### config.mk
export PLATFORM = sky130hd
export DESIGN_NAME = y86_seq_ctrl_flat
export DESIGN_NICKNAME = d
export VERILOG_FILES = /design/src/rtl/y86_seq_ctrl_pkg.sv /design/src/rtl/y86_seq_ctrl_if.sv /design/src/rtl/y86_seq_ctrl_next_pc.sv /design/src/rtl/y86_seq_ctrl.sv /design/src/flat_wrapper.sv
export SDC_FILE = /design/constraint.sdc
export NUM_CORES = 1
export LEC_CHECK = 0
export CAP_MARGIN = 20
export CORE_UTILIZATION = 45
export DETAILED_ROUTE_END_ITERATION = 6
export HOLD_SLACK_MARGIN = 0.05
export PLACE_DENSITY = 0.85
export SETUP_SLACK_MARGIN = 0.02
export SLEW_MARGIN = 20
export SYNTH_ARGS = -nofsm -noshare
export SYNTH_HDL_FRONTEND = slang
export SYNTH_SLANG_ARGS = --single-unit
export TNS_END_PERCENT = 30
### constraint.sdc
create_clock -name clk -period 2.65 [get_ports clk]
set_clock_uncertainty 0.2 [all_clocks]
set_input_delay 0.3975 -clock clk [delete_from_list [all_inputs] [get_ports clk]]
set_output_delay 0.3975 -clock clk [all_outputs]
set_load 0.01 [all_outputs]
### src/rtl/y86_seq_ctrl_pkg.sv
// Shared definitions for the Y86-64 SEQ sequencer:
// instruction codes, status codes, FSM encoding.
package y86_seq_ctrl_pkg;

    localparam logic [3:0] I_HALT   = 4'h0;
    localparam logic [3:0] I_NOP    = 4'h1;
    localparam logic [3:0] I_RRMOVQ = 4'h2;
    localparam logic [3:0] I_IRMOVQ = 4'h3;
    localparam logic [3:0] I_RMMOVQ = 4'h4;
    localparam logic [3:0] I_MRMOVQ = 4'h5;
    localparam logic [3:0] I_OPQ    = 4'h6;
    localparam logic [3:0] I_JXX    = 4'h7;
    localparam logic [3:0] I_CALL   = 4'h8;
    localparam logic [3:0] I_RET    = 4'h9;
    localparam logic [3:0] I_PUSHQ  = 4'hA;
    localparam logic [3:0] I_POPQ   = 4'hB;

    typedef enum logic [2:0] {
        S_AOK = 3'd1,
        S_HLT = 3'd2,
        S_ADR = 3'd3,
        S_INS = 3'd4
    } stat_e;

    typedef enum logic [2:0] {
        ST_IDLE,
        ST_FETCH,
        ST_DECODE,
        ST_EXECUTE,
        ST_MEMORY,
        ST_WRBACK,
        ST_PCUPD,
        ST_HALT
    } state_e;

    function automatic logic is_mem_op(input logic [3:0] ic);
        return ic inside {I_RMMOVQ, I_MRMOVQ, I_CALL,
                          I_RET, I_PUSHQ, I_POPQ};
    endfunction

endpackage

### src/rtl/y86_seq_ctrl_if.sv
// Datapath-facing bundle of the sequencer: fetch/execute
// results, data-memory handshake, PC and stage enables.
interface y86_seq_ctrl_if #(
    parameter int PC_W = 64
) ();
    logic [3:0]      icode;
    logic            imem_error;
    logic            cnd;
    logic [PC_W-1:0] valC;
    logic [PC_W-1:0] valP;
    logic [PC_W-1:0] valM;
    logic            mem_ready;
    logic            dmem_error;
    logic [PC_W-1:0] pc;
    logic            f_en;
    logic            d_en;
    logic            e_en;
    logic            m_en;
    logic            w_en;

    modport master (
        input  icode, imem_error, cnd, valC, valP, valM,
        input  mem_ready, dmem_error,
        output pc, f_en, d_en, e_en, m_en, w_en
    );

    modport slave (
        output icode, imem_error, cnd, valC, valP, valM,
        output mem_ready, dmem_error,
        input  pc, f_en, d_en, e_en, m_en, w_en
    );
endinterface

### src/rtl/y86_seq_ctrl_next_pc.sv
// New-PC select for the PC-update stage of the SEQ machine.
module y86_seq_ctrl_next_pc
    import y86_seq_ctrl_pkg::*;
#(
    parameter int PC_W = 64
) (
    input  logic [3:0]      icode_i,
    input  logic            cnd_i,
    input  logic [PC_W-1:0] valc_i,
    input  logic [PC_W-1:0] valp_i,
    input  logic [PC_W-1:0] valm_i,
    output logic [PC_W-1:0] pc_o
);
    always_comb begin
        pc_o = valp_i;
        unique case (1'b1)
            (icode_i == I_CALL):         pc_o = valc_i;
            (icode_i == I_RET):          pc_o = valm_i;
            (icode_i == I_JXX && cnd_i): pc_o = valc_i;
            default:                     pc_o = valp_i;
        endcase
    end
endmodule

### src/rtl/y86_seq_ctrl.sv
// Multi-cycle SEQ sequencer: six-stage walk per instruction,
// owns PC, status, retired count and memory timeout.
module y86_seq_ctrl
    import y86_seq_ctrl_pkg::*;
#(
    parameter int              PC_W        = 64,
    parameter logic [PC_W-1:0] RESET_PC    = '0,
    parameter int              MEM_TIMEOUT = 16,
    parameter int              CNT_W       = 32
) (
    input  logic             clk,
    input  logic             rst_n,
    input  logic             start_i,
    input  logic             stop_i,
    y86_seq_ctrl_if.master   bus,
    output logic [2:0]       stat_o,
    output logic             halted_o,
    output logic [CNT_W-1:0] retired_o
);
    localparam int TW = $clog2(MEM_TIMEOUT + 1);

    state_e          state_q, state_d;
    stat_e           stat_q, stat_d;
    logic [PC_W-1:0] pc_q, pc_d;
    logic [PC_W-1:0] valm_q, valm_d;
    logic [CNT_W-1:0] cnt_q, cnt_d;
    logic [TW-1:0]   tmo_q, tmo_d;
    logic [3:0]      icode_q, icode_d;
    logic            cnd_q, cnd_d;
    logic [4:0]      en_q, en_d;
    logic [PC_W-1:0] npc;

    y86_seq_ctrl_next_pc #(.PC_W(PC_W)) u_npc (
        .icode_i (icode_q),
        .cnd_i   (cnd_q),
        .valc_i  (bus.valC),
        .valp_i  (bus.valP),
        .valm_i  (valm_q),
        .pc_o    (npc)
    );

    always_ff @(posedge clk or negedge rst_n) begin
        if (!rst_n) begin
            state_q <= ST_IDLE;
            stat_q  <= S_AOK;
            pc_q    <= RESET_PC;
            valm_q  <= '0;
            cnt_q   <= '0;
            tmo_q   <= '0;
            icode_q <= I_HALT;
            cnd_q   <= 1'b0;
            en_q    <= '0;
        end else begin
            state_q <= state_d;
            stat_q  <= stat_d;
            pc_q    <= pc_d;
            valm_q  <= valm_d;
            cnt_q   <= cnt_d;
            tmo_q   <= tmo_d;
            icode_q <= icode_d;
            cnd_q   <= cnd_d;
            en_q    <= en_d;
        end
    end

    always_comb begin
        state_d = state_q;
        stat_d  = stat_q;
        pc_d    = pc_q;
        valm_d  = valm_q;
        cnt_d   = cnt_q;
        tmo_d   = tmo_q;
        icode_d = icode_q;
        cnd_d   = cnd_q;
        case (state_q)
            ST_IDLE: if (start_i) state_d = ST_FETCH;
            ST_FETCH: begin
                icode_d = bus.icode;
                unique case (1'b1)
                    bus.imem_error: begin
                        stat_d  = S_ADR;
                        state_d = ST_HALT;
                    end
                    (!bus.imem_error && bus.icode > I_POPQ): begin
                        stat_d  = S_INS;
                        state_d = ST_HALT;
                    end
                    (!bus.imem_error && bus.icode == I_HALT): begin
                        stat_d  = S_HLT;
                        state_d = ST_HALT;
                    end
                    default: state_d = ST_DECODE;
                endcase
            end
            ST_DECODE: state_d = ST_EXECUTE;
            ST_EXECUTE: begin
                cnd_d   = bus.cnd;
                tmo_d   = '0;
                state_d = ST_MEMORY;
            end
            ST_MEMORY: begin
                if (!is_mem_op(icode_q)) begin
                    state_d = ST_WRBACK;
                end else if (bus.mem_ready) begin
                    if (bus.dmem_error) begin
                        stat_d  = S_ADR;
                        state_d = ST_HALT;
                    end else begin
                        valm_d  = bus.valM;
                        state_d = ST_WRBACK;
                    end
                end else if (tmo_q == TW'(MEM_TIMEOUT - 1)) begin
                    stat_d  = S_ADR;
                    state_d = ST_HALT;
                end else begin
                    tmo_d = tmo_q + TW'(1);
                end
            end
            ST_WRBACK: state_d = ST_PCUPD;
            ST_PCUPD: begin
                pc_d    = npc;
                cnt_d   = cnt_q + CNT_W'(1);
                state_d = stop_i ? ST_IDLE : ST_FETCH;
            end
            ST_HALT: begin
                if (start_i) begin
                    pc_d    = RESET_PC;
                    stat_d  = S_AOK;
                    cnt_d   = '0;
                    state_d = ST_FETCH;
                end
            end
            default: state_d = ST_IDLE;
        endcase
    end

    // enables follow the state being entered, so they line up with it
    always_comb begin
        en_d    = '0;
        en_d[4] = (state_d == ST_FETCH);
        en_d[3] = (state_d == ST_DECODE);
        en_d[2] = (state_d == ST_EXECUTE);
        en_d[1] = (state_d == ST_MEMORY) && is_mem_op(icode_d);
        en_d[0] = (state_d == ST_WRBACK);
    end

    assign {bus.f_en, bus.d_en, bus.e_en, bus.m_en, bus.w_en} = en_q;
    assign bus.pc    = pc_q;
    assign stat_o    = stat_q;
    assign halted_o  = (state_q == ST_HALT);
    assign retired_o = cnt_q;

endmodule

### src/flat_wrapper.sv
// flat-port wrapper written by rule: the top's interface ports become plain ports
module y86_seq_ctrl_flat import y86_seq_ctrl_pkg::*;
#(
    parameter int              PC_W        = 64,
    parameter logic [PC_W-1:0] RESET_PC    = '0,
    parameter int              MEM_TIMEOUT = 16,
    parameter int              CNT_W       = 32
)
  (clk, rst_n, start_i, stop_i, stat_o, halted_o, retired_o, bus_icode, bus_imem_error, bus_cnd, bus_valC, bus_valP, bus_valM, bus_mem_ready, bus_dmem_error, bus_pc, bus_f_en, bus_d_en, bus_e_en, bus_m_en, bus_w_en);
  y86_seq_ctrl_if #(.PC_W(PC_W)) bus_i ();
  input  logic clk;
  input  logic rst_n;
  input  logic start_i;
  input  logic stop_i;
  output logic [2:0] stat_o;
  output logic halted_o;
  output logic [CNT_W-1:0] retired_o;
  input wire logic [$bits(bus_i.icode)-1:0] bus_icode;
  input wire logic [$bits(bus_i.imem_error)-1:0] bus_imem_error;
  input wire logic [$bits(bus_i.cnd)-1:0] bus_cnd;
  input wire logic [$bits(bus_i.valC)-1:0] bus_valC;
  input wire logic [$bits(bus_i.valP)-1:0] bus_valP;
  input wire logic [$bits(bus_i.valM)-1:0] bus_valM;
  input wire logic [$bits(bus_i.mem_ready)-1:0] bus_mem_ready;
  input wire logic [$bits(bus_i.dmem_error)-1:0] bus_dmem_error;
  output wire logic [$bits(bus_i.pc)-1:0] bus_pc;
  output wire logic [$bits(bus_i.f_en)-1:0] bus_f_en;
  output wire logic [$bits(bus_i.d_en)-1:0] bus_d_en;
  output wire logic [$bits(bus_i.e_en)-1:0] bus_e_en;
  output wire logic [$bits(bus_i.m_en)-1:0] bus_m_en;
  output wire logic [$bits(bus_i.w_en)-1:0] bus_w_en;
  assign bus_i.icode = bus_icode;
  assign bus_i.imem_error = bus_imem_error;
  assign bus_i.cnd = bus_cnd;
  assign bus_i.valC = bus_valC;
  assign bus_i.valP = bus_valP;
  assign bus_i.valM = bus_valM;
  assign bus_i.mem_ready = bus_mem_ready;
  assign bus_i.dmem_error = bus_dmem_error;
  assign bus_pc = bus_i.pc;
  assign bus_f_en = bus_i.f_en;
  assign bus_d_en = bus_i.d_en;
  assign bus_e_en = bus_i.e_en;
  assign bus_m_en = bus_i.m_en;
  assign bus_w_en = bus_i.w_en;
  y86_seq_ctrl #(.PC_W(PC_W), .RESET_PC(RESET_PC), .MEM_TIMEOUT(MEM_TIMEOUT), .CNT_W(CNT_W)) u_core (.clk(clk), .rst_n(rst_n), .start_i(start_i), .stop_i(stop_i), .bus(bus_i), .stat_o(stat_o), .halted_o(halted_o), .retired_o(retired_o));
endmodule
# == Yosys cells after proc, flatten, opt, wreduce, memory -nomap -nowiden ==
# Index checks and enable logic that the tools add are counted.
# word_totals
ff_bits,181
latch_bits,0
ram_bits,0
mem_bits_ro,0
in_bits,204
wordCells,90
n_memories,0
# op_classes
addsub,2
multipliers,0
div_mod_pow,0
magnitude_cmp,1
eq_ne,33
n_shift,0
muxes,25
bitwise,1
n_reduce_logical,19
# ops
operator,n
one-hot mux 64 bit (2 select lines),2
two-way mux 64 bit,1
one-hot mux 32 bit (2 select lines),1
adder 32 x 1 -> 32 bit (second input constant),1
== test 4 bit (second input constant),8
two-way mux 32 bit,1
two-way mux 3 bit,10
one-hot mux 3 bit (7 select lines),1
== test 4 x 3 -> 1 bit (second input constant),5
== test 3 bit (second input constant),6
one-hot mux 3 bit (3 select lines),2
two-way mux 5 bit,3
== test 3 x 2 -> 1 bit (second input constant),4
nonzero test 6 bit,2
one-hot mux 5 bit (2 select lines),1
AND reduction 4 bit,2
== test 3 x 1 -> 1 bit (second input constant),2
inequality test 2 bit (second input constant),3
AND reduction 6 bit,1
adder 5 x 1 -> 5 bit (second input constant),1
== test 5 x 4 -> 1 bit (second input constant),1
greater-than comparator 4 bit (second input constant),1
logical AND 1 bit,4
logical NOT 4 bit,1
other kinds (15),17

# == Longest topological paths before layout ==
# Gate-level depths: netlist of the first run.
# depth
word_depth,7
ltp_mapped,8
ltp_nobuf,7

# == Hierarchy ==
# A second synthesis of the first run with hierarchy kept.
# hier_totals
hier_cells,854
area_unflattened_um2,8844.7
# modules_own_cells
mod,instances,cells_each,area_per_inst_um2,seq_area_each_um2
y86_seq_ctrl,1,699,7586.0,4530.6
y86_seq_ctrl_next_pc,1,155,1258.7,0.0

# == Worst setup path before layout of the first run ==
# No wires, ideal clock.
# synth_path
kind,reg2reg
start,register u_core.tmo_q[0]
end,register u_core.stat_q[1] (netlist: u_core.stat_o[1])
arrival_ps,1813
required_time_ps,2325
setup_slack_ps,512
stages_incl_launch_ff,8
path_buffers,0
period_less_slack_ps,2138
path_cell_list,dfrtp_1 ha_1 and3_1 ha_1 mux2_2 o21ai_0 a221oi_2 mux2_2
# synth_between
elab_chain_cells,3
# synth_rtl
element,line_no,source
"start, declared",y86_seq_ctrl.sv:27,"logic [TW-1:0] tmo_q, tmo_d;"
"start signal, assigned",y86_seq_ctrl.sv:59,tmo_q <= tmo_d;
== test 5 x 4 -> 1 bit,y86_seq_ctrl.sv:112,end else if (tmo_q == TW'(MEM_TIMEOUT - 1)) begin
inequality test 3 x 2 -> 1 bit (no line),-,
AND reduction 6 bit (no line),-,
"end signal, assigned",y86_seq_ctrl.sv:55,stat_q <= stat_d;
"end, declared",y86_seq_ctrl.sv:23,"stat_e stat_q, stat_d;"
# Every way passes these cells.
# A chain may end at the register's enable or synchronous reset.

# == Worst setup path after layout of the first run ==
# layout_path
start,register u_core.state_q[0]
end,output halted_o
# layout_between
elab_chain_cells,1
# layout_rtl
element,line_no,source
"start, declared",y86_seq_ctrl.sv:22,"state_e state_q, state_d;"
"start signal, assigned",y86_seq_ctrl.sv:54,state_q <= state_d;
== test 3 bit,y86_seq_ctrl.sv:150,assign halted_o = (state_q == ST_HALT);
"end, declared",flat_wrapper.sv:16,output logic halted_o;
# Every way passes these cells.

==> parameters.txt, run 1 <==
Parameter                              Value

Setup path
  Highest cell delay on the worst timing path ... 670 ps
  Endpoint class of the critical path ... output port
  Kind of critical path ... flip-flop to output port
  Required time reported for the critical path endpoint ... 2050 ps
  Max Fanout on Critical Path ... 15
  Startpoint type of the worst setup path ... flip-flop
  Reg-to-reg startpoint ... u_core.state_q[0]$_DFF_PN0_
  Slowest cell on crit path ... sky130_fd_sc_hd__dfrtp_1
  Critical path origin ... u_core.state_q[0]$_DFF_PN0_
  Arrival @ worst endpoint ... 1930 ps
  Worst-path cell chain ... and3_1 > clkdlybuf4s50_1

Die
  Std-Cell Core Area ... 18100 um^2
  Initial core utilization ... 0.464
  I/O pins ... 309
  Die extent in x ... 139 um
  Die outline height ... 139 um
  Total Die Area ... 19200 um^2
  Std cell rows ... 49

Clock tree
  TritonCTS sink count ... 181
  CTS root buffer ... sky130_fd_sc_hd__clkbuf_16
  Post-CTS Setup Bufs ... 0
  Maximum root-to-sink buffer count ... 2
  CTS HTree Levels ... 4
  Number of gates resized after cts ... 0
  CTS tree ... yes
  Clock slew seen by the registers of the worst setup and hold paths ... 70 ps
  Clock latency reported for the late side of the worst-skew pair ... 430 ps
  Num CTS Buffers ... 17

Synth
  Main area contributors after synthesis ... sky130_fd_sc_hd__dfrtp_1, sky130_fd_sc_hd__a22oi_1, sky130_fd_sc_hd__mux2_2
  Total standard cell area after synthesis ... 8410 um^2
  Cell taking the most area after synthesis ... sky130_fd_sc_hd__dfrtp_1
  Area share of the largest cell type after synthesis ... 0.535
  Flip-flop and latch count after synthesis ... 181
  Distinct cell type count after synthesis ... 58
  Total nets after synthesis ... 948
  Cell count after synthesis ... 741
  Top_reg_cell synth ... sky130_fd_sc_hd__dfrtp_1
  Share of flip-flops with an asynchronous set or reset ... 1.00
  Post-synth EDFFs ... 0
  Total number of yosys warnings ... 0
  Syn Area/Cell ... 11.4 um^2
  Post-synthesis sequential area ratio ... 0.539

Run
  MaxCap Viol Count ... 0

Min path
  Path class of the lowest-slack min-delay path ... input pin to async pin

Final layout
  Net count of the finished layout ... 1242
  Final std cells w/o fill ... 1277
  Area growth, synth to finish ... 47.6%
  Antenna diode instance count ... 0
  Fraction of layout cells with a size suffix above 1 ... 0.147
  Most common library cell in the layout ignoring fill and taps ... sky130_fd_sc_hd__clkdlybuf4s50_1
  Final Util ... 0.684
  Non-Filler Cell Area, Final ... 12400 um^2
  Top library cells by usage in the layout, fill and taps aside ... sky130_fd_sc_hd__clkdlybuf4s50_1, sky130_fd_sc_hd__dfrtp_1, sky130_fd_sc_hd__a22oi_1
  Fill cell total of the finished layout ... 1353

Place
  Post-placement worst setup slack ... 213 ps
  Placed Area ... 11800 um^2
  Routability congestion estimate from global placement ... 0.901
  DP HPWL ... 18100 um
  IO buf count ... 308
  Placed cell count ... 1244

Status
  Violated checks ... design-rule violations
  Outcome ... complete, but fails checks

Routing
  Via density ... 5.90
  Number of DRC violations after detailed routing ... 14
  Starting DRC count in detailed routing ... 557
  Average wire length per cell after detail routing ... 20.5 um
  Sum of routed wire length over all layers ... 26100 um
  DRT Pass-1 Iters ... 7
  Post-DRT Antenna Nets ... 0
  Vias post-DR ... 7536

Global route
  GR peak layer ... met2
  Pin count of the biggest net entering global routing ... 65
  Met1 GRT Util ... 0.334
  Global-route wire length before repair ... 41900 um
  Met2 Resource Use GR ... 0.473
  Antenna violations before repair ... 0
  Number of global-route vias before repair ... 7919
  Global Route met3 Usage ... 0.0715
  Leftover overflow at the end of global routing ... 0
  GRT Overall Usage ... 0.278

Power
  Power Total ... 11.4 mW
  Leakage power total ... 5.14 nW
  Largest vdd supply drop ... 0.492 mV
  Total power divided by cell area ... 918 nW/um^2

STA
  Relative slew margins ... 0.573
  Least-Margin Pin Slew ... 639 ps
  RSZ-0062 raised after global routing ... false
  Period Utilization, post-route ... 0.955
  Minimum setup slack in the final design ... 120 ps
  Final number of hold-violating endpoints ... 0
  Accumulated negative setup slack ... 0 ps
  Final slew viol count ... 0
  Max Freq ... 0.395 GHz
  Final worst path period need ... 2530 ps
  Worst slack on hold paths ... 288 ps
  Setup Viol. Count Final ... 0
[power breakdown]
part	leakage, nW	total [mW]	internal [mW]	switching [mW]
combinational	2.51	4.52	2.36	2.15
clock	0.278	2.49	1.36	1.13
sequential	2.35	4.39	3.71	0.680
[cells by family (layout without fill, tap and decap cells)]
kind of cell / after synthesis / count (layout) / share of synthesized area
xor+xnor: 2 / 2 / 0.00208
simple gates: 147 / 147 / 0.101
compound gates: 256 / 256 / 0.207
flops: 181 / 181 / 0.539
buf+inv: 66 / 373 / 0.0336
mux: 86 / 86 / 0.113
fa+ha+maj: 3 / 3 / 0.00446
[registers in the layout, summed over array words and instances (netlist names)]
name / flops
u_core.valm_q: 64
u_core.cnd_q: 1
u_core.en_q: 5
u_core.retired_o: 32
u_core.state_q: 3
u_core.stat_o: 3
u_core.tmo_q: 5
u_core.bus.pc: 64
u_core.icode_q: 4
[critical path: cells and delay by family (launching register included)]
| kind | cells | cell delay (ps) |
|---|---|---|
| and+or+nand+nor | 1 | 280 |
| DFF | 1 | 670 |
| buffers and inverters | 1 | 550 |
[routing by layer]
| metal | share of wire | wire length (um) | up-vias |
|---|---|---|---|
| met1 | 0.39 | 10300 | 3708 |
| met4 | 0.035 | 918 | 0 |
| li1 | - | - | 3418 |
| met5 | 0 | 0 | - |
| met2 | 0.50 | 13000 | 350 |
| met3 | 0.076 | 1980 | 60 |
[what timing repair did]
action	4_1_cts	5_1_grt
endpoints found under the setup margin	0	0
hold buffers	1	0
endpoints found under the hold margin	49	0
[final timing paths]
path                                                      to  slack, ps  cells past startpoint
worst max register to register      u_core.en_q[1]$_DFF_PN0_        270                      4
worst max-delay path                                halted_o        120                      2
max in group asynchronous           u_core.en_q[1]$_DFF_PN0_       1240                      3
worst min-delay path                u_core.en_q[3]$_DFF_PN0_        290                      2
worst min register to register  u_core.stat_o[0]$_DFFE_PN1P_        290                      2
min in group clk                u_core.stat_o[0]$_DFFE_PN1P_        290                      2
[layout make-up]
class,instances,area (um^2),area share
clock inverters,12,116,0.00938
well taps,229,287,0.0231
multi-input cells,494,3620,0.292
repair buffers,331,3360,0.271
flip-flops and latches,181,4530,0.365
inverters,10,37.5,0.00302
clock buffers,20,457,0.0368
[synthesized netlist by cell type, types with 4 or more instances]
cell type,number
sky130_fd_sc_hd__mux2_2,71
sky130_fd_sc_hd__or2_2,13
sky130_fd_sc_hd__or3_1,5
sky130_fd_sc_hd__nand4_1,18
sky130_fd_sc_hd__a22oi_1,130
sky130_fd_sc_hd__and2_1,4
sky130_fd_sc_hd__or4_1,5
sky130_fd_sc_hd__and4_1,4
sky130_fd_sc_hd__nand3_1,14
sky130_fd_sc_hd__nor3_1,9
sky130_fd_sc_hd__nand2b_1,5
sky130_fd_sc_hd__mux2i_1,15
sky130_fd_sc_hd__o22ai_1,4
sky130_fd_sc_hd__o31ai_1,6
sky130_fd_sc_hd__dfrtp_1,180
sky130_fd_sc_hd__a21oi_1,18
sky130_fd_sc_hd__and3_1,4
sky130_fd_sc_hd__buf_1,5
sky130_fd_sc_hd__nor2b_1,4
sky130_fd_sc_hd__clkbuf_1,25
sky130_fd_sc_hd__inv_1,10
sky130_fd_sc_hd__nand2_1,33
sky130_fd_sc_hd__o21ai_0,62
sky130_fd_sc_hd__buf_2,25
sky130_fd_sc_hd__o21ai_1,12
sky130_fd_sc_hd__nor2_1,14
Power figures use the tool's default switching activity.
==> run 2, diff against run 1 <==
--- a/config.mk
+++ b/config.mk
@@ -6,7 +6,7 @@
 export NUM_CORES = 1
 export LEC_CHECK = 0
 export CAP_MARGIN = 20
-export CORE_UTILIZATION = 45
+export CORE_UTILIZATION = 46
 export DETAILED_ROUTE_END_ITERATION = 6
 export HOLD_SLACK_MARGIN = 0.05
 export PLACE_DENSITY = 0.85
@@ -14,5 +14,6 @@
 export SLEW_MARGIN = 20
 export SYNTH_ARGS = -nofsm -noshare
 export SYNTH_HDL_FRONTEND = slang
+export SYNTH_HIERARCHICAL = 1
 export SYNTH_SLANG_ARGS = --single-unit
 export TNS_END_PERCENT = 30
==> parameters.txt, run 2 <==
Parameter                              Value

Status
  Outcome ... completed

Routing
  Sum of routed wire length over all layers ... 27300 um (+4.6%)
  DRT Pass-1 Iters ... 7 (unchanged)
  Post-DRT Antenna Nets ... 0 (unchanged)
  Average wire length per cell after detail routing ... 19.6 um (-4.4%)
  Starting DRC count in detailed routing ... 584 (+4.8%)
  Vias post-DR ... 7863 (+4.3%)
  Via density ... 5.63 (-4.6%)
  Number of DRC violations after detailed routing ... 0 (-14)

Clock tree
  TritonCTS sink count ... 181 (unchanged)
  CTS HTree Levels ... 4 (unchanged)
  Num CTS Buffers ... 17 (unchanged)
  CTS root buffer ... sky130_fd_sc_hd__clkbuf_16
  CTS tree ... yes
  Clock latency reported for the late side of the worst-skew pair ... 420 ps (about the same)
  Post-CTS Setup Bufs ... 0 (unchanged)
  Maximum root-to-sink buffer count ... 2 (unchanged)
  Clock slew seen by the registers of the worst setup and hold paths ... 60 ps (about the same)

Die
  Total Die Area ... 19800 um^2 (+2.8%)
  Std cell rows ... 50 (+2.0%)
  Die extent in x ... 141 um (+1.4%)
  I/O pins ... 309 (unchanged)
  Initial core utilization ... 0.471 (+0.00774)
  Std-Cell Core Area ... 18800 um^2 (+3.4%)
  Die outline height ... 141 um (+1.4%)

Synth
  Cell count after synthesis ... 854 (+15%)
  Flip-flop and latch count after synthesis ... 181 (unchanged)
  Syn Area/Cell ... 10.4 um^2 (-8.8%)
  Most used standard cell by instance count after synthesis ... sky130_fd_sc_hd__dfrtp_1
  Distinct cell type count after synthesis ... 55 (-5.2%)
  Most used standard cells in the synthesized netlist ... sky130_fd_sc_hd__dfrtp_1, sky130_fd_sc_hd__nand2_1, sky130_fd_sc_hd__nand3_1
  Total number of yosys warnings ... 6 (+6)
  Main area contributors after synthesis ... sky130_fd_sc_hd__dfrtp_1, sky130_fd_sc_hd__mux2_2, sky130_fd_sc_hd__a221o_1
  Total nets after synthesis ... 1061 (+12%)
  Top_reg_cell synth ... sky130_fd_sc_hd__dfrtp_1
  Area share of the largest cell type after synthesis ... 0.509 (-0.0262)
  Share of flip-flops with an asynchronous set or reset ... 1.00 (unchanged)
  Cell taking the most area after synthesis ... sky130_fd_sc_hd__dfrtp_1
  Post-synthesis sequential area ratio ... 0.512 (-0.0264)
  Post-synth EDFFs ... 0 (unchanged)
  Total standard cell area after synthesis ... 8840 um^2 (+5.1%)

Place
  Post-placement worst setup slack ... -102 ps (-315 ps)
  Placed Area ... 12200 um^2 (+3.2%)
  Routability congestion estimate from global placement ... 0.895 (-0.73%)
  DP HPWL ... 18800 um (+3.9%)
  IO buf count ... 308 (unchanged)
  Placed cell count ... 1361 (+9.4%)

STA
  Max Freq ... 0.391 GHz (-1.0%)
  Worst slack on hold paths ... 279 ps (-8.57 ps)
  Final number of hold-violating endpoints ... 0 (unchanged)
  Minimum setup slack in the final design ... 94.6 ps (-25.5 ps)
  Final worst path period need ... 2560 ps (+25.5 ps)
  Setup Viol. Count Final ... 0 (unchanged)
  Period Utilization, post-route ... 0.964 (+0.00961)
  RSZ-0062 raised after global routing ... true
  Accumulated negative setup slack ... 0 ps (unchanged)
  Final slew viol count ... 0 (unchanged)
  Least-Margin Pin Slew ... 1030 ps (+391 ps)
  Relative slew margins ... 0.313 (-0.259)

Min path
  Worst hold path depth ... 1
  Min-Delay Startpoint ... u_core/stat_o[2]$_DFFE_PN0P_
  Hold Path Sink ... u_core/stat_o[2]$_DFFE_PN0P_
  Path class of the lowest-slack min-delay path ... flip-flop to flip-flop

Setup path
  Startpoint type of the worst setup path ... flip-flop
  Critical path origin ... u_core/tmo_q[0]$_DFFE_PN0P_
  Worst R2R Setup Slack ... 90 ps (-180 ps)
  Max Fanout on Critical Path ... 8 (-7)
  Arrival @ worst endpoint ... 2660 ps (+730 ps)
  Kind of critical path ... flip-flop to flip-flop
  Slowest cell on crit path ... sky130_fd_sc_hd__dfrtp_1
  Depth of the worst register-to-register path ... 8 (+4)
  Endpoint class of the critical path ... flip-flop
  Worst-path cell chain ... ha_1 > and3_1 > ha_1 > nor2_1 > a21boi_2 > o221ai_2 > or2_2 > a22o_1
  Required time reported for the critical path endpoint ... 2760 ps (+710 ps)
  Critical path's most frequent cell ... sky130_fd_sc_hd__ha_1
  End of the worst register-to-register path ... u_core/tmo_q[1]$_DFFE_PN0P_
  Highest cell delay on the worst timing path ... 410 ps (-260 ps)
  Reg-to-reg startpoint ... u_core/tmo_q[0]$_DFFE_PN0P_

Final layout
  Most common library cell in the layout ignoring fill and taps ... sky130_fd_sc_hd__clkdlybuf4s50_1
  Multi-input logic area ... 3990 um^2 (+10%)
  Fraction of layout cells with a size suffix above 1 ... 0.122 (-0.0245)
  Sequential cell area ... 4530 um^2 (unchanged)
  Non-Filler Cell Area, Final ... 12800 um^2 (+3.1%)
  Area growth, synth to finish ... 44.7%
  Final Util ... 0.682 (-0.00202)
  Net count of the finished layout ... 1355 (+9.1%)
  Final std cells w/o fill ... 1397 (+9.4%)
  Top library cells by usage in the layout, fill and taps aside ... sky130_fd_sc_hd__clkdlybuf4s50_1, sky130_fd_sc_hd__dfrtp_1, sky130_fd_sc_hd__nand2_1
  Fill cell total of the finished layout ... 1413 (+4.4%)

Power
  Power Total ... 11.7 mW (+2.8%)
  Leakage power total ... 5.72 nW (+11%)
  Largest vdd supply drop ... 0.525 mV (+6.8%)
  Total power divided by cell area ... 916 nW/um^2 (-0.28%)

Global route
  Antenna violations before repair ... 5 (+5)
  GRT Overall Usage ... 0.279 (+0.00170)
  Number of global-route vias before repair ... 7953 (+0.43%)
  Global-route wire length before repair ... 42600 um (+1.7%)
  Leftover overflow at the end of global routing ... 0 (unchanged)
  Pin count of the biggest net entering global routing ... 67 (+3.1%)

Run
  MaxCap Viol Count ... 0 (unchanged)
[run 2: changes by cell type in the layout (fill, tap and decap cells not counted), sizes merged, moves of 15 or more]
cell | previous run | this run
and2 | 5 | 67
nand2 | 33 | 151
o21ai | 74 | 12
xnor2 | 1 | 16
a22oi | 130 | 1
a221o | 0 | 64
nand3 | 14 | 78
[run 2: what timing repair did]
item / in CTS / in global routing
hold buffers: 1 / 0
pin swaps: 1 / 0
gates resized for setup: 2 / 2
endpoints found under the hold margin: 52 / 0
setup endpoints to repair: 34 / 6
gates cloned: 1 / 0
[run 2: final cells by class]
class | instances | area share
Antenna cell | 3 | 0.000587
Clock buffer | 24 | 0.0376
Clock inverter | 7 | 0.00567
Inverter | 12 | 0.00352
Multi-Input combinational cell | 602 | 0.311
Sequential cell | 181 | 0.354
Tap cell | 234 | 0.0229
Timing Repair Buffer | 334 | 0.264
[run 2: worst max-delay path by stage]
stage,end,slack [ps],depth (start not counted)
final,u_core/tmo_q[1]$_DFFE_PN0P_,90,8
after global placement,u_core/retired_o[31]$_DFFE_PN0P_,-50,7
after global routing,u_core/tmo_q[1]$_DFFE_PN0P_,-9,8
after floorplan,u_core/tmo_q[1]$_DFFE_PN0P_,240,8
after detailed placement,u_core/retired_o[27]$_DFFE_PN0P_,-100,6
after CTS,u_core/tmo_q[1]$_DFFE_PN0P_,20,8
[run 2: layer usage]
layer / wire length (um) / up-vias / global-route usage / share of wire
li1: - / 3635 / - / -
met1: 10600 / 3773 / 0.330 / 0.39
met2: 13500 / 379 / 0.473 / 0.50
met3: 2040 / 72 / 0.0724 / 0.075
met4: 1140 / 4 / 0.140 / 0.042
met5: 27 / - / 0 / 0.00099
[run 2: critical path: cells and delay by family, from the launching register on]
family                     cells  cell delay (ps)
AOI/OAI and AO/OA              3              670
adders and majority gates      2              430
DFF                            1              410
and+or+nand+nor                3              720
[run 2: power breakdown]
group / switching, mW / total [mW] / internal, mW
Sequential: 0.594 / 4.34 / 3.75
Combinational: 2.43 / 4.95 / 2.52
Clock: 1.06 / 2.43 / 1.37
Total: 4.09 / 11.7 / 7.63
[run 2: cell families (layout without fill, tap and decap cells)]
family | after synthesis | in the layout | share of synthesized area
buffers and inverters | 72 | 377 | 0.0434
AO/OA/AOI/OAI | 112 | 113 | 0.108
flip-flops | 181 | 181 | 0.512
AND/OR/NAND/NOR | 394 | 394 | 0.221
adder cells (fa/ha/maj) | 3 | 3 | 0.00424
multiplexers | 72 | 72 | 0.0914
XOR/XNOR | 20 | 20 | 0.0198
other | 0 | 3 | 0
==> run 3, diff against run 2 <==
--- a/config.mk
+++ b/config.mk
@@ -5,11 +5,13 @@
 export SDC_FILE = /design/constraint.sdc
 export NUM_CORES = 1
 export LEC_CHECK = 0
+export ABC_CLOCK_PERIOD_IN_PS = 2650
 export CAP_MARGIN = 20
-export CORE_UTILIZATION = 46
+export CORE_UTILIZATION = 47
+export CTS_BUF_LIST = sky130_fd_sc_hd__clkbuf_8
 export DETAILED_ROUTE_END_ITERATION = 6
 export HOLD_SLACK_MARGIN = 0.05
-export PLACE_DENSITY = 0.85
+export PLACE_DENSITY = 0.87
 export SETUP_SLACK_MARGIN = 0.02
 export SLEW_MARGIN = 20
 export SYNTH_ARGS = -nofsm -noshare
==> parameters.txt, run 3 (same netlist as run 2, synthesis figures left out) <==
Parameter                              Value

Setup path
  Reg-to-reg startpoint ... u_core/tmo_q[0]$_DFFE_PN0P_
  Startpoint type of the worst setup path ... flip-flop
  Required time reported for the critical path endpoint ... 2800 ps (+40 ps)
  Kind of critical path ... flip-flop to flip-flop
  Critical path's most frequent cell ... sky130_fd_sc_hd__ha_1
  Critical path origin ... u_core/tmo_q[0]$_DFFE_PN0P_
  Arrival @ worst endpoint ... 2730 ps (+70 ps)
  End of the worst register-to-register path ... u_core/tmo_q[1]$_DFFE_PN0P_
  Worst-path cell chain ... ha_1 > and3_1 > ha_1 > nor2_1 > a21boi_2 > o221ai_2 > or2_2 > a22o_1
  Slowest cell on crit path ... sky130_fd_sc_hd__dfrtp_1
  Depth of the worst register-to-register path ... 8 (unchanged)
  Highest cell delay on the worst timing path ... 420 ps (about the same)
  Max Fanout on Critical Path ... 8 (unchanged)
  Worst R2R Setup Slack ... 70 ps (-30 ps)
  Endpoint class of the critical path ... flip-flop

Status
  Outcome ... complete, but fails checks
  Violated checks ... design-rule violations

Final layout
  Most common library cell in the layout ignoring fill and taps ... sky130_fd_sc_hd__clkdlybuf4s50_1
  Fill cell total of the finished layout ... 1400 (-0.92%)
  Final Util ... 0.695 (+0.0132)
  Fraction of layout cells with a size suffix above 1 ... 0.128 (+0.00601)
  Top library cells by usage in the layout, fill and taps aside ... sky130_fd_sc_hd__clkdlybuf4s50_1, sky130_fd_sc_hd__dfrtp_1, sky130_fd_sc_hd__nand2_1
  Net count of the finished layout ... 1363 (+0.59%)
  Area growth, synth to finish ... 43.1%
  Final std cells w/o fill ... 1400 (+0.21%)

Place
  Post-placement worst setup slack ... -104 ps (-2.10 ps)
  DP HPWL ... 18900 um (+0.56%)
  Routability congestion estimate from global placement ... 0.955 (+6.7%)
  Placed cell count ... 1364 (+0.22%)
  IO buf count ... 308 (unchanged)

Clock tree
  Clock slew seen by the registers of the worst setup and hold paths ... 90 ps (+30 ps)
  CTS root buffer ... sky130_fd_sc_hd__clkbuf_8
  Maximum root-to-sink buffer count ... 2 (unchanged)
  TritonCTS sink count ... 181 (unchanged)
  CTS HTree Levels ... 4 (unchanged)
  CTS tree ... yes
  Clock latency reported for the late side of the worst-skew pair ... 460 ps (+40 ps)
  Post-CTS Setup Bufs ... 0 (unchanged)
  Num CTS Buffers ... 17 (unchanged)

STA
  Final slew viol count ... 0 (unchanged)
  Setup Viol. Count Final ... 0 (unchanged)
  Period Utilization, post-route ... 0.974 (+0.0102)
  Final number of hold-violating endpoints ... 0 (unchanged)
  RSZ-0062 raised after global routing ... true
  Relative slew margins ... 0.299 (-0.0146)
  Max Freq ... 0.387 GHz (-1.0%)
  Final worst path period need ... 2580 ps (+27.0 ps)
  Least-Margin Pin Slew ... 1050 ps (+22.0 ps)
  Minimum setup slack in the final design ... 67.6 ps (-27.0 ps)
  Worst slack on hold paths ... 256 ps (-23.1 ps)

Power
  Leakage power total ... 5.68 nW (-0.59%)
  Largest vdd supply drop ... 0.454 mV (-14%)
  Sequential share of power ... 0.388 (+0.018)
  Comb pwr share ... 0.449 (+0.027)
  Internal power ... 7.11 mW (-6.8%)
  Sw frac ... 0.360 (+0.0118)
  Sw Pwr ... 4.01 mW (-1.9%)
  Part of the power in the clock network ... 0.163 (-0.044)
  Total power divided by cell area ... 879 nW/um^2 (-4.1%)

Routing
  Via density ... 5.66 (+0.47%)
  Vias post-DR ... 7917 (+0.69%)
  Number of DRC violations after detailed routing ... 22 (+22)
  Sum of routed wire length over all layers ... 27400 um (+0.29%)
  Average wire length per cell after detail routing ... 19.6 um (about the same)
  Starting DRC count in detailed routing ... 625 (+7.0%)
  Post-DRT Antenna Nets ... 0 (unchanged)
  DRT Pass-1 Iters ... 7 (unchanged)

Global route
  Pin count of the biggest net entering global routing ... 68 (+1.5%)
  Number of global-route vias before repair ... 7973 (+0.25%)
  Antenna violations before repair ... 4 (-1)
  Leftover overflow at the end of global routing ... 0 (unchanged)
  GRT Overall Usage ... 0.286 (+0.00615)
  Global-route wire length before repair ... 43000 um (+0.91%)

Die
  Die outline height ... 139 um (-1.1%)
  Std-Cell Core Area ... 18200 um^2 (-3.0%)
  I/O pins ... 309 (unchanged)
  Initial core utilization ... 0.486 (+0.0145)
  Total Die Area ... 19400 um^2 (-2.1%)
  Die extent in x ... 139 um (-1.1%)
  Std cell rows ... 49 (-2.0%)

Run
  MaxCap Viol Count ... 0 (unchanged)

Min path
  Path class of the lowest-slack min-delay path ... input pin to async pin
run 3: worst max-delay path by stage:
stage | end | depth (start not counted)
final | u_core/tmo_q[1]$_DFFE_PN0P_ | 8
after global routing | u_core/tmo_q[1]$_DFFE_PN0P_ | 8
after CTS | u_core/bus.pc[57]$_DFFE_PN0P_ | 6
after detailed placement | u_core/retired_o[27]$_DFFE_PN0P_ | 6
after global placement | u_core/retired_o[27]$_DFFE_PN0P_ | 6
after floorplan | u_core/tmo_q[1]$_DFFE_PN0P_ | 8
run 3: repair_timing:
action                                  CTS  global route
gates cloned                              0             1
pin swaps                                 0             1
gates resized for setup                   2             2
endpoints found under the setup margin    4            35
hold buffers                              1             0
hold endpoints to repair                 51             0
run 3: layout make-up:
cell class | count | area (um^2) | share of cell area
flip-flops and latches | 181 | 4530 | 0.358
diodes | 3 | 7.51 | 0.000593
well taps | 229 | 287 | 0.0226
multi-input cells | 602 | 3980 | 0.315
clock inverters | 10 | 83.8 | 0.00662
inverters | 12 | 45.0 | 0.00356
clock buffers | 21 | 289 | 0.0228
repair buffers | 342 | 3430 | 0.271
run 3: power by group through the flow:
stage / Combinational (mW) / Clock (mW) / Sequential (mW)
floorplan: 2.60 / 0 / 4.45
global placement: 4.78 / 0 / 4.31
detailed placement: 4.91 / 0 / 4.36
CTS: 4.95 / 1.84 / 4.32
global route: 5.41 / 1.96 / 4.43
finish: 4.99 / 1.81 / 4.32
run 3: routing by layer:
metal  GRT usage  vias up  share of wire
met1       0.355     3835           0.39
met5           0        -         0.0012
met2       0.472      366           0.50
met3      0.0646       68          0.068
li1            -     3644              -
met4       0.136        4          0.036
run 3: stage by stage:
stage          power (mW)  setup TNS [ps]  area (um^2)
5_1_grt              11.8           -87.8        12700
6_report             11.1               0        12700
2_1_floorplan        7.05               0         8840
3_5_place_dp         9.27            -492        12200
4_1_cts              11.1               0        12600
3_3_place_gp         9.09           -74.8        12200
run 3: critical path: cells and delay by family (launching register included):
kind	cells	cell delay, ps
AO/OA/AOI/OAI	3	670
AND/OR/NAND/NOR	3	750
flip-flops	1	420
adder cells (fa/ha/maj)	2	430
